### config.mk
export PLATFORM = sky130hd
export DESIGN_NAME = fir_chan_scheduler_flat
export DESIGN_NICKNAME = d
export VERILOG_FILES = /design/src/rtl/fir_chan_scheduler_if.sv /design/src/rtl/fir_chan_scheduler.sv /design/src/flat_wrapper.sv
export SDC_FILE = /design/constraint.sdc
export NUM_CORES = 1
export LEC_CHECK = 0
export ABC_AREA = 0
export CAP_MARGIN = 20
export CORE_MARGIN = 1
export CORE_UTILIZATION = 35
export DETAILED_ROUTE_END_ITERATION = 8
export MAX_ROUTING_LAYER = met4
export SETUP_SLACK_MARGIN = 0.1
export SYNTH_ARGS = -nofsm -noshare
export SYNTH_HDL_FRONTEND = slang
export SYNTH_SLANG_ARGS = --single-unit
### constraint.sdc
create_clock -name clk_i -period 5.49 [get_ports clk_i]
set_input_delay 1.647 -clock clk_i [delete_from_list [all_inputs] [get_ports clk_i]]
set_output_delay 1.647 -clock clk_i [all_outputs]
set_load 0.02 [all_outputs]
### src/rtl/fir_chan_scheduler_if.sv
// Signal bundle around the FIR channel scheduler; _i/_o suffixes are named from
// the scheduler's point of view (master), the environment uses the slave modport.
interface fir_chan_scheduler_if #(
  parameter int NCH = 4,
  parameter int CW  = $clog2(NCH)
);
  logic [NCH-1:0]   ready_i;
  logic [NCH*8-1:0] x_i;
  logic             clear_err_i;
  logic             eng_start_o;
  logic [7:0]       eng_x_o;
  logic [CW-1:0]    eng_chan_o;
  logic             eng_done_i;
  logic [17:0]      eng_y_i;
  logic [17:0]      y_out_o;
  logic [CW-1:0]    y_chan_o;
  logic             y_valid_o;
  logic             busy_o;
  logic [NCH-1:0]   overrun_o;
  logic             timeout_err_o;

  modport master (
    input  ready_i, x_i, clear_err_i, eng_done_i, eng_y_i,
    output eng_start_o, eng_x_o, eng_chan_o, y_out_o, y_chan_o, y_valid_o,
           busy_o, overrun_o, timeout_err_o
  );

  modport slave (
    output ready_i, x_i, clear_err_i, eng_done_i, eng_y_i,
    input  eng_start_o, eng_x_o, eng_chan_o, y_out_o, y_chan_o, y_valid_o,
           busy_o, overrun_o, timeout_err_o
  );
endinterface

### src/rtl/fir_chan_scheduler.sv
// Round-robin scheduler sharing one FIR engine between NCH channels: captures
// samples, issues tagged engine jobs, returns tagged results, flags overruns/hangs.
module fir_chan_scheduler #(
  parameter int NCH     = 4,
  parameter int TIMEOUT = 64
) (
  input  logic                  clk_i,
  input  logic                  rst_i,
  fir_chan_scheduler_if.master  bus
);
  localparam int CW = (NCH > 1) ? $clog2(NCH) : 1;
  localparam int WW = $clog2(TIMEOUT);
  localparam logic [WW-1:0] WDOG_LAST = WW'(TIMEOUT - 1);

  typedef enum logic {S_IDLE = 1'b0, S_WAIT = 1'b1} state_t;

  state_t          state_q, state_d;
  logic [CW-1:0]   rr_ptr_q, rr_ptr_d;
  logic [WW-1:0]   wdog_q, wdog_d;
  logic            eng_start_q, eng_start_d;
  logic [7:0]      eng_x_q, eng_x_d;
  logic [CW-1:0]   eng_chan_q, eng_chan_d;
  logic [17:0]     y_out_q, y_out_d;
  logic [CW-1:0]   y_chan_q, y_chan_d;
  logic            y_valid_q, y_valid_d;
  logic            timeout_err_q, timeout_err_d;
  logic            timeout_set;

  logic [NCH-1:0]  pend_vec;
  logic [NCH-1:0]  overrun_vec;
  logic [7:0]      hold_vec [NCH];
  logic            grant_vld;
  logic [CW-1:0]   grant_idx;
  logic            grant_fire;

  function automatic logic [CW-1:0] chan_add(input logic [CW-1:0] a, input int b);
    int s;
    s = int'(a) + b;
    if (s >= NCH) s = s - NCH;
    return CW'(s);
  endfunction

  // First pending channel at or after rr_ptr, wrapping modulo NCH.
  always_comb begin
    grant_vld = 1'b0;
    grant_idx = '0;
    for (int i = 0; i < NCH; i++) begin
      if (!grant_vld && pend_vec[chan_add(rr_ptr_q, i)]) begin
        grant_vld = 1'b1;
        grant_idx = chan_add(rr_ptr_q, i);
      end
    end
  end

  assign grant_fire = (state_q == S_IDLE) && grant_vld;

  genvar gi;
  generate
    for (gi = 0; gi < NCH; gi++) begin : g_chan
      logic [7:0] hold_q;
      logic       pend_q;
      logic       overrun_q;
      logic       granted;

      assign granted = grant_fire && (grant_idx == CW'(gi));

      // A fresh sample on the grant edge re-arms pend instead of counting as overrun.
      always_ff @(posedge clk_i or posedge rst_i) begin
        if (rst_i) begin
          hold_q    <= 8'd0;
          pend_q    <= 1'b0;
          overrun_q <= 1'b0;
        end else begin
          if (bus.ready_i[gi]) begin
            hold_q <= bus.x_i[8*gi +: 8];
            pend_q <= 1'b1;
          end else if (granted) begin
            pend_q <= 1'b0;
          end
          if (bus.ready_i[gi] && pend_q && !granted) begin
            overrun_q <= 1'b1;
          end else if (bus.clear_err_i) begin
            overrun_q <= 1'b0;
          end
        end
      end

      assign pend_vec[gi]    = pend_q;
      assign overrun_vec[gi] = overrun_q;
      assign hold_vec[gi]    = hold_q;
    end
  endgenerate

  always_comb begin
    state_d     = state_q;
    rr_ptr_d    = rr_ptr_q;
    wdog_d      = wdog_q;
    eng_start_d = 1'b0;
    eng_x_d     = eng_x_q;
    eng_chan_d  = eng_chan_q;
    y_out_d     = y_out_q;
    y_chan_d    = y_chan_q;
    y_valid_d   = 1'b0;
    timeout_set = 1'b0;
    case (state_q)
      S_IDLE: begin
        if (grant_vld) begin
          eng_x_d     = hold_vec[grant_idx];
          eng_chan_d  = grant_idx;
          eng_start_d = 1'b1;
          rr_ptr_d    = chan_add(grant_idx, 1);
          wdog_d      = '0;
          state_d     = S_WAIT;
        end
      end
      S_WAIT: begin
        wdog_d = wdog_q + WW'(1);
        // Completion on the last watchdog cycle still counts as a good result.
        if (bus.eng_done_i) begin
          y_out_d   = bus.eng_y_i;
          y_chan_d  = eng_chan_q;
          y_valid_d = 1'b1;
          state_d   = S_IDLE;
        end else if (wdog_q == WDOG_LAST) begin
          timeout_set = 1'b1;
          state_d     = S_IDLE;
        end
      end
      default: state_d = S_IDLE;
    endcase
    timeout_err_d = timeout_set | (timeout_err_q & ~bus.clear_err_i);
  end

  always_ff @(posedge clk_i or posedge rst_i) begin
    if (rst_i) begin
      state_q       <= S_IDLE;
      rr_ptr_q      <= '0;
      wdog_q        <= '0;
      eng_start_q   <= 1'b0;
      eng_x_q       <= 8'd0;
      eng_chan_q    <= '0;
      y_out_q       <= 18'd0;
      y_chan_q      <= '0;
      y_valid_q     <= 1'b0;
      timeout_err_q <= 1'b0;
    end else begin
      state_q       <= state_d;
      rr_ptr_q      <= rr_ptr_d;
      wdog_q        <= wdog_d;
      eng_start_q   <= eng_start_d;
      eng_x_q       <= eng_x_d;
      eng_chan_q    <= eng_chan_d;
      y_out_q       <= y_out_d;
      y_chan_q      <= y_chan_d;
      y_valid_q     <= y_valid_d;
      timeout_err_q <= timeout_err_d;
    end
  end

  assign bus.eng_start_o   = eng_start_q;
  assign bus.eng_x_o       = eng_x_q;
  assign bus.eng_chan_o    = eng_chan_q;
  assign bus.y_out_o       = y_out_q;
  assign bus.y_chan_o      = y_chan_q;
  assign bus.y_valid_o     = y_valid_q;
  assign bus.busy_o        = (state_q != S_IDLE);
  assign bus.overrun_o     = overrun_vec;
  assign bus.timeout_err_o = timeout_err_q;
endmodule
### src/flat_wrapper.sv
// flat-port wrapper written by rule: the top's interface ports become plain ports
module fir_chan_scheduler_flat 
#(
  parameter int NCH     = 4,
  parameter int TIMEOUT = 64
)
  (clk_i, rst_i, bus_ready_i, bus_x_i, bus_clear_err_i, bus_eng_done_i, bus_eng_y_i, bus_eng_start_o, bus_eng_x_o, bus_eng_chan_o, bus_y_out_o, bus_y_chan_o, bus_y_valid_o, bus_busy_o, bus_overrun_o, bus_timeout_err_o);
  fir_chan_scheduler_if #(.NCH(NCH)) bus_i ();
  input  logic clk_i;
  input  logic rst_i;
  input wire logic [$bits(bus_i.ready_i)-1:0] bus_ready_i;
  input wire logic [$bits(bus_i.x_i)-1:0] bus_x_i;
  input wire logic [$bits(bus_i.clear_err_i)-1:0] bus_clear_err_i;
  input wire logic [$bits(bus_i.eng_done_i)-1:0] bus_eng_done_i;
  input wire logic [$bits(bus_i.eng_y_i)-1:0] bus_eng_y_i;
  output wire logic [$bits(bus_i.eng_start_o)-1:0] bus_eng_start_o;
  output wire logic [$bits(bus_i.eng_x_o)-1:0] bus_eng_x_o;
  output wire logic [$bits(bus_i.eng_chan_o)-1:0] bus_eng_chan_o;
  output wire logic [$bits(bus_i.y_out_o)-1:0] bus_y_out_o;
  output wire logic [$bits(bus_i.y_chan_o)-1:0] bus_y_chan_o;
  output wire logic [$bits(bus_i.y_valid_o)-1:0] bus_y_valid_o;
  output wire logic [$bits(bus_i.busy_o)-1:0] bus_busy_o;
  output wire logic [$bits(bus_i.overrun_o)-1:0] bus_overrun_o;
  output wire logic [$bits(bus_i.timeout_err_o)-1:0] bus_timeout_err_o;
  assign bus_i.ready_i = bus_ready_i;
  assign bus_i.x_i = bus_x_i;
  assign bus_i.clear_err_i = bus_clear_err_i;
  assign bus_i.eng_done_i = bus_eng_done_i;
  assign bus_i.eng_y_i = bus_eng_y_i;
  assign bus_eng_start_o = bus_i.eng_start_o;
  assign bus_eng_x_o = bus_i.eng_x_o;
  assign bus_eng_chan_o = bus_i.eng_chan_o;
  assign bus_y_out_o = bus_i.y_out_o;
  assign bus_y_chan_o = bus_i.y_chan_o;
  assign bus_y_valid_o = bus_i.y_valid_o;
  assign bus_busy_o = bus_i.busy_o;
  assign bus_overrun_o = bus_i.overrun_o;
  assign bus_timeout_err_o = bus_i.timeout_err_o;
  fir_chan_scheduler #(.NCH(NCH), .TIMEOUT(TIMEOUT)) u_core (.clk_i(clk_i), .rst_i(rst_i), .bus(bus_i));
endmodule
==> impl_metrics.ini, run 1 <==
[status]
status = complete, no violations

[finish]
drive_gt1_frac = 0.206
fin_cells = 493
nets = 419
nFillCells = 884
area_growth_pct = 36.9
diodes = 0
mostFrequentLayoutCells = clkdlybuf4s50_1 (95), dfrtp_1 (82), mux2_2 (52)
final_common_cell = clkdlybuf4s50_1

[critical_path]
cp-end-kind = primary output
r2r-end = u_core.bus.eng_x_o[5]
arrival_ps = 1550
path_cells = clkdlybuf4s50_1
crit_required_ps = 3840
rrSetupSlack_ps = 3270
path_buf_inv = 1
crit_path_top_delay_cell = clkdlybuf4s50_1
cpPeakStageDelay_ps = 670
startpoint_type = flop
r2r-start = u_core.g_chan[0].pend_q
rr_worst_depth = 4
path_class = flop to primary output
crit_family = buffers and inverters
cp_max_fo = 11

[die]
dieArea_um2 = 10200
die-width_um = 101
io_pins = 96
fp-row-count = 35
coreArea_um2 = 9370
start_util = 0.368
die_height_um = 101

[drt]
finalWirelength_um = 7270
vias = 2379
avgViaCountPerCell = 4.83
ant_nets = 0
wl_per_cell_um = 14.7
dr.pass1.iters = 4
drc = 0
drt-initial-drc-count = 122

[yosys]
ys_seq_area_frac = 0.595
synth_warnings = 0
ys_types = 38
syn-mean-instance-area_um2 = 12.8
synthMuxAreaShare = 0.196
synth_top_family_by_area = multiplexers
synthXorXnorAreaFrac = 0.00508
synth_edf_count = 0
synth_top_flop_cell = dfrtp_1
synth_nets = 328
synth_simple_gate_area_frac = 0.0777
synthCells = 269
synthArstFlopShare = 1.00
ys_ff_latch = 82
synth_compound_area_frac = 0.0853
synth_fa_ha_area_frac = 0.00363
synth_area_um2 = 3450

[clocking]
clk_root_buffer_cell = clkbuf_8
holdBufCountCts = 0
cts-resized-gates = 0
insertion_delay_ps = 340
post-cts-setup-buffers = 0
clkTransAtPathRegs_ps = 80
clock_sinks = 82
cts_inserted_buffers = 9
cts_tree = done
cts_buffer_depth = 2
h-tree-depth = 3

[place]
numPortBuffers = 95
place_inst = 477
dp_hpwl_um = 5140
place_congestion = 0.761

[global_routing]
grt.overflow.total = 0
grt_usage = 0.154
grt_first_pass_wirelength_um = 11700
grt_max_degree = 60
antenna_found_initial = 0
grt_pass1_vias = 2335

[power_and_ir_drop]
intPower_mw = 1.56
peakVddDrop_mv = 0.191
switchingPower_uw = 886
p_per_area_nw_per_um2 = 518
pwr-share-clk = 0.195
switching_share = 0.363
p_leak_nw = 1.93
pwr-share-comb = 0.425
seqPwrFrac = 0.380

[sta]
hold_viol_final = 0
drv_slew = 0
setup_tns_ps = 0
worstMarginPinSlew_ps = 967
max_freq_mhz = 313
rsz0062_at_grt = no
finClkSkew_ps = 5.98
relSlewSlack = 0.353
finalSetupViolCount = 0
layout_min_cycle_time_ps = 3200
fin_crit_sh = 0.582

[hold_path]
worstHoldStart = u_core.g_chan[3].overrun_q
hold_path_class = flop to flop
hold_end = u_core.g_chan[3].overrun_q
whs_path_depth = 1

[job]
max-cap-violations = 0
-- cells by family after synthesis --
family          count (synthesis)
flops                          82
mux                            61
simple gates                   57
compound gates                 41
buf+inv                        25
xor+xnor                        2
fa+ha+maj                       1
-- power groups by stage --
stage          Clock [mW]  Combinational [mW]  Sequential (mW)
2_1_floorplan           0               0.535             1.05
3_3_place_gp            0                1.03            0.938
3_5_place_dp            0                1.05            0.940
4_1_cts             0.488                1.05            0.930
5_1_grt             0.519                1.13            0.958
6_report            0.477                1.04            0.928
-- registers in the layout, indices dropped and copies added (netlist names) --
name,cells
u_core.bus.busy_o,1
u_core.g_chan.overrun_q,4
u_core.bus.y_chan_o,2
u_core.bus.eng_x_o,8
u_core.g_chan.hold_q,32
u_core.rr_ptr_q,2
u_core.bus.eng_start_o,1
u_core.bus.y_valid_o,1
u_core.wdog_q,6
u_core.bus.eng_chan_o,2
u_core.bus.timeout_err_o,1
u_core.bus.y_out_o,18
u_core.g_chan.pend_q,4
-- synth_stat cells (3+ instances only) --
master    count  share of area
a211oi_1     16          0.035
buf_4         4         0.0087
clkbuf_1      9         0.0098
dfrtp_1      82           0.60
inv_1         7         0.0076
mux2_2       52           0.17
mux2i_1       9          0.026
nand2_1      20          0.022
nand2b_1      3         0.0054
nand3_1       4         0.0058
nor2_1       12          0.013
nor3_1        8          0.012
o21ai_0      10          0.015
or3_1         3         0.0054
-- final cells by class --
type,instances,area (µm²),share of cell area
Tap cell,129,161,0.0342
Timing Repair Buffer,97,986,0.209
Sequential cell,82,2050,0.435
Inverter,8,31.3,0.00663
Clock inverter,6,90.1,0.0191
Clock buffer,9,124,0.0263
Multi-Input combinational cell,162,1270,0.270
-- per-layer routing --
layer | global-route usage | wire [µm] | vias to the layer above
li1 | - | - | 1132
met1 | 0.208 | 3450 | 1168
met2 | 0.224 | 3340 | 70
met3 | 0.0400 | 363 | 9
met4 | 0.0535 | 116 | 0
met5 | - | 0 | -
-- worst max-delay path by stage --
stage / from / endpoint / slack (ps) / cells after the start
2_1_floorplan: rst_i / u_core.bus.busy_o / 1730 / 1
3_3_place_gp: bus_eng_done_i / u_core.bus.y_out_o[4] / 2250 / 3
3_5_place_dp: bus_eng_done_i / u_core.bus.y_out_o[7] / 2240 / 3
4_1_cts: u_core.bus.busy_o / bus_busy_o / 2270 / 1
5_1_grt: u_core.bus.busy_o / bus_busy_o / 2190 / 1
6_report: u_core.bus.busy_o / bus_busy_o / 2290 / 1
-- stage by stage --
stage               power [mW]  setup slack [ps]  area [µm²]  hold WS (ps)  utilization
detailed placement        1.99              2240        4480           480        0.478
floorplan                 1.58              1730        3450           455            -
finish                    2.44              2290        4720           496        0.503
global placement          1.97              2250        4480           473        0.478
global route              2.61              2190        4720           517        0.503
CTS                       2.47              2270        4690           501        0.500
(Power assumes the default switching activity.)
==> run 2, diff against run 1 <==
- clock period: 5.49 -> 2.6 ns (I/O delays scaled with it)
==> run 2 against run 1 <==
Clock-buffer cell count grew 2. Final cell count grew 1.0%. Via count grew 0.38%. Sequential share of layout area shrank 0.57 points. Worst hold slack lost 1.2 ps. Combinational power grew 120%. First-iteration DRC count grew 9.8%. Clock power grew 120%. Utilization grew 0.67 points. Power grew 110%. Clock skew grew 2.2 ps. Critical endpoint is now u_core.g_chan[1].overrun_q. Largest cell class unchanged. Largest power group unchanged.
==> impl_metrics.ini, run 2 (synthesis results as in run 1) <==
[sta]
max_freq_mhz = 451
drv_slew = 0
finClkSkew_ps = 8.21
setup_ws_ps = 383
finalSetupViolCount = 0
layout_min_cycle_time_ps = 2220
fin_crit_sh = 0.853
worstMarginPinSlew_ps = 970
relSlewSlack = 0.351
rsz0062_at_grt = no
setup_tns_ps = 0
hold_viol_final = 0

[clocking]
h-tree-depth = 3
clk_root_buffer_cell = clkbuf_8
holdBufCountCts = 0
cts_buffer_depth = 2
clkTransAtPathRegs_ps = 80
cts_inserted_buffers = 9
post-cts-setup-buffers = 0
cts-resized-gates = 0
clock_sinks = 82
insertion_delay_ps = 340
cts_tree = done

[die]
die-width_um = 101
fp-row-count = 35
coreArea_um2 = 9370
io_pins = 96
die_height_um = 101
dieArea_um2 = 10200
start_util = 0.368

[drt]
wl_per_cell_um = 14.7
avgViaCountPerCell = 4.80
ant_nets = 0
drc = 0
finalWirelength_um = 7300
drt-initial-drc-count = 134
vias = 2388
dr.pass1.iters = 4

[job]
max-cap-violations = 0

[place]
dpl-instance-area_um2 = 4550
post-place-ws_ps = 331
numPortBuffers = 95
place_congestion = 0.787
dp_hpwl_um = 5360

[global_routing]
grt_pass1_vias = 2349
grt.busiest_layer = met2
grt_max_degree = 24
grt_usage = 0.158
grt_first_pass_wirelength_um = 11900
globalRouteMet2Util = 0.231
grt.overflow.total = 0
antenna_found_initial = 0
grtUsageMet1 = 0.214
grt.met3_usage = 0.0386

[critical_path]
path_buf_inv = 0
cp-end-kind = flop
cpPeakStageDelay_ps = 850
r2r-end = u_core.g_chan[1].overrun_q
crit_family = simple AND/OR/NAND/NOR gates
path_cells = or3b_1 > nor3b_2 > o21ai_0 > o2bb2ai_1
rr_worst_depth = 4
crit_path_top_delay_cell = nor3b_2
rrSetupSlack_ps = 380
crit_required_ps = 2870
cp_max_fo = 10
path_class = flop to flop
r2r-start = u_core.g_chan[0].pend_q
startpoint_type = flop
arrival_ps = 2490

[finish]
final_common_cell = clkdlybuf4s50_1
nFillCells = 872
top_register = u_core.g_chan.hold_q
mostFrequentLayoutCells = clkdlybuf4s50_1 (95), dfrtp_1 (82), mux2_2 (52)
area_growth_pct = 38.7
drive_gt1_frac = 0.214
nets = 423
fin_area_um2 = 4780
diodes = 0
largest_reg_flops = 32

[hold_path]
whs_path_depth = 1
worstHoldStart = u_core.wdog_q[5]
hold_path_class = flop to flop
hold_end = u_core.wdog_q[5]

[power_and_ir_drop]
p_per_area_nw_per_um2 = 1090
peakVddDrop_mv = 0.417
p_leak_nw = 1.95
power_mw = 5.23

[status]
status = complete, no violations
==> run 2: worst max-delay path by stage <==
stage / slack, ps / start / cells past startpoint / to
3_3_place_gp: 460 / u_core.g_chan[0].pend_q / 4 / u_core.g_chan[1].overrun_q
6_report: 380 / u_core.g_chan[0].pend_q / 4 / u_core.g_chan[1].overrun_q
5_1_grt: 170 / u_core.g_chan[0].pend_q / 4 / u_core.bus.eng_x_o[4]
2_1_floorplan: 600 / u_core.rr_ptr_q[1] / 7 / u_core.g_chan[0].overrun_q
3_5_place_dp: 330 / u_core.g_chan[0].pend_q / 4 / u_core.bus.eng_x_o[3]
4_1_cts: 340 / u_core.g_chan[0].pend_q / 4 / u_core.bus.eng_x_o[3]
==> run 2: routing by layer <==
| metal | vias to the layer above | routed length (µm) |
|---|---|---|
| met2 | 78 | 3410 |
| li1 | 1153 | - |
| met5 | - | 0 |
| met4 | 0 | 68 |
| met3 | 6 | 346 |
| met1 | 1151 | 3480 |
==> run 2: power breakdown <==
part	leakage (nW)	switching, mW	internal, mW	total, mW
registers	0.959	0.264	1.68	1.94
logic	0.886	1.14	1.10	2.24
clock network	0.111	0.467	0.575	1.04
==> run 2: cell type report <==
type | instances | area (µm²) | share of cell area
inverters | 8 | 33.8 | 0.00707
well taps | 129 | 161 | 0.0338
multi-input cells | 162 | 1270 | 0.266
clock inverters | 5 | 85.1 | 0.0178
clock buffers | 11 | 141 | 0.0296
flip-flops and latches | 82 | 2050 | 0.429
repair buffers | 101 | 1030 | 0.216
==> run 2: through the flow <==
stage               hold WS [ps]  utilization  cells
global placement             475        0.486    482
finish                       495        0.510    498
CTS                          500        0.510    498
global route                 523        0.510    498
detailed placement           481        0.486    482
floorplan                    455            -    269
==> run 3, diff against run 2 <==
- CAP_MARGIN: 20 -> 10
- CORE_UTILIZATION: 35 -> 40
- DONT_BUFFER_PORTS: not set -> 1
==> run 3 against run 2 <==
Highest routed layer unchanged. Final cell count decreased by 24%. Via count decreased by 15%. Die area is 12% lower. Sequential share of layout area rose by 12 points. Fmax grew 2.3%. Largest power group is now sequential cells. Routed wire length down 8.7%.
==> impl_metrics.ini, run 3 (synthesis results as in run 1) <==
[power_and_ir_drop]
peakVddDrop_mv = 0.454
p_per_area_nw_per_um2 = 1200
p_leak_nw = 1.55

[global_routing]
grt_max_degree = 60
antenna_found_initial = 0
grt_usage = 0.167
grt.overflow.total = 0
grt_first_pass_wirelength_um = 10700
grt_pass1_vias = 2121

[critical_path]
crit_required_ps = 2860
startpoint_type = flop
crit_path_top_delay_cell = or3b_1
rrSetupSlack_ps = 430
cp-end-kind = flop
arrival_ps = 2420
path_class = flop to flop
path_cells = or3b_1 > nor3b_2 > buf_4 > or3_1 > a32o_1
cp_max_fo = 10
cpPeakStageDelay_ps = 530

[sta]
finClkSkew_ps = 9.28
fin_crit_sh = 0.834
layout_min_cycle_time_ps = 2170
finalSetupViolCount = 0
whs_ps = 329
relSlewSlack = 0.576
hold_viol_final = 0
setup_tns_ps = 0
rsz0062_at_grt = no
max_freq_mhz = 461
worstMarginPinSlew_ps = 634
drv_slew = 0

[drt]
finalWirelength_um = 6670
drt-initial-drc-count = 112
wl_per_cell_um = 17.7
avgViaCountPerCell = 5.41
drc = 0
vias = 2040
ant_nets = 0
dr.pass1.iters = 4

[status]
status = complete, no violations

[die]
coreArea_um2 = 8260
dieArea_um2 = 8990
start_util = 0.417
io_pins = 96
die_height_um = 94.8
die-width_um = 94.8
fp-row-count = 33

[clocking]
clkTransAtPathRegs_ps = 90
holdBufCountCts = 0
clock_sinks = 82
cts_inserted_buffers = 9
cts_buffer_depth = 2
cts-resized-gates = 0
cts_tree = done
post-cts-setup-buffers = 0
h-tree-depth = 3
insertion_delay_ps = 360
clk_root_buffer_cell = clkbuf_8

[finish]
seq_area_um2 = 2050
multi_input_area_um2 = 1270
final_common_cell = dfrtp_1
mostFrequentLayoutCells = dfrtp_1 (82), mux2_2 (52), nand2_1 (20)
area_growth_pct = 8.17
nFillCells = 797
diodes = 0
top_register = u_core.g_chan.hold_q
drive_gt1_frac = 0.279
largest_reg_flops = 32
fin_cells = 377
nets = 326

[place]
place_inst = 361
place_congestion = 0.797
dp_hpwl_um = 4810
numPortBuffers = 0

[job]
max-cap-violations = 0

[hold_path]
hold_path_class = primary input to async pin
-- run 3: worst paths after layout --
kind,end,depth (start not counted),from
min in group clk_i,u_core.g_chan[0].pend_q,1,bus_ready_i[0]
setup reg to reg,u_core.g_chan[0].overrun_q,5,u_core.rr_ptr_q[1]
hold / removal,u_core.bus.y_chan_o[1],1,rst_i
hold reg to reg,u_core.g_chan[2].hold_q[7],1,u_core.g_chan[2].hold_q[7]
setup / recovery,u_core.g_chan[0].overrun_q,5,u_core.rr_ptr_q[1]
max in group asynchronous,u_core.g_chan[1].hold_q[2],2,rst_i
-- run 3: power breakdown --
| group | switching, mW | internal [mW] | leakage, nW |
|---|---|---|---|
| logic | 0.626 | 0.569 | 0.496 |
| registers | 0.680 | 1.67 | 0.959 |
| clock network | 0.462 | 0.451 | 0.0941 |
-- run 3: metal layers --
layer / share of wire / up-vias / global-route usage
met5: 0 / - / -
met4: 0.018 / 0 / 0.0644
met3: 0.062 / 12 / 0.0483
met2: 0.50 / 59 / 0.263
met1: 0.42 / 1027 / 0.203
li1: - / 942 / -
-- run 3: stage by stage --
stage	setup WS, ps	utilization	power (mW)	cell area, µm²
after floorplan	598	-	3.34	3450
after global placement	507	0.428	3.56	3530
after CTS	434	0.451	4.54	3730
final	432	0.451	4.46	3730
after global routing	318	0.451	4.77	3730
after detailed placement	469	0.428	3.61	3530
-- run 3: cell type report --
cell class                 count  share of cell area
multi-input combinational    162               0.341
sequential                    82               0.551
tap                          105              0.0352
clock inverter                 5              0.0171
inverter                       8             0.00906
timing repair buffer           4              0.0114
clock buffer                  11              0.0352
-- run 3: worst max-delay path: cells and delay by family, from the launching register on --
kind / cells / cell delay, ps
DFF: 1 / 470
buffers and inverters: 1 / 210
AOI/OAI and AO/OA: 1 / 260
and+or+nand+nor: 3 / 1120
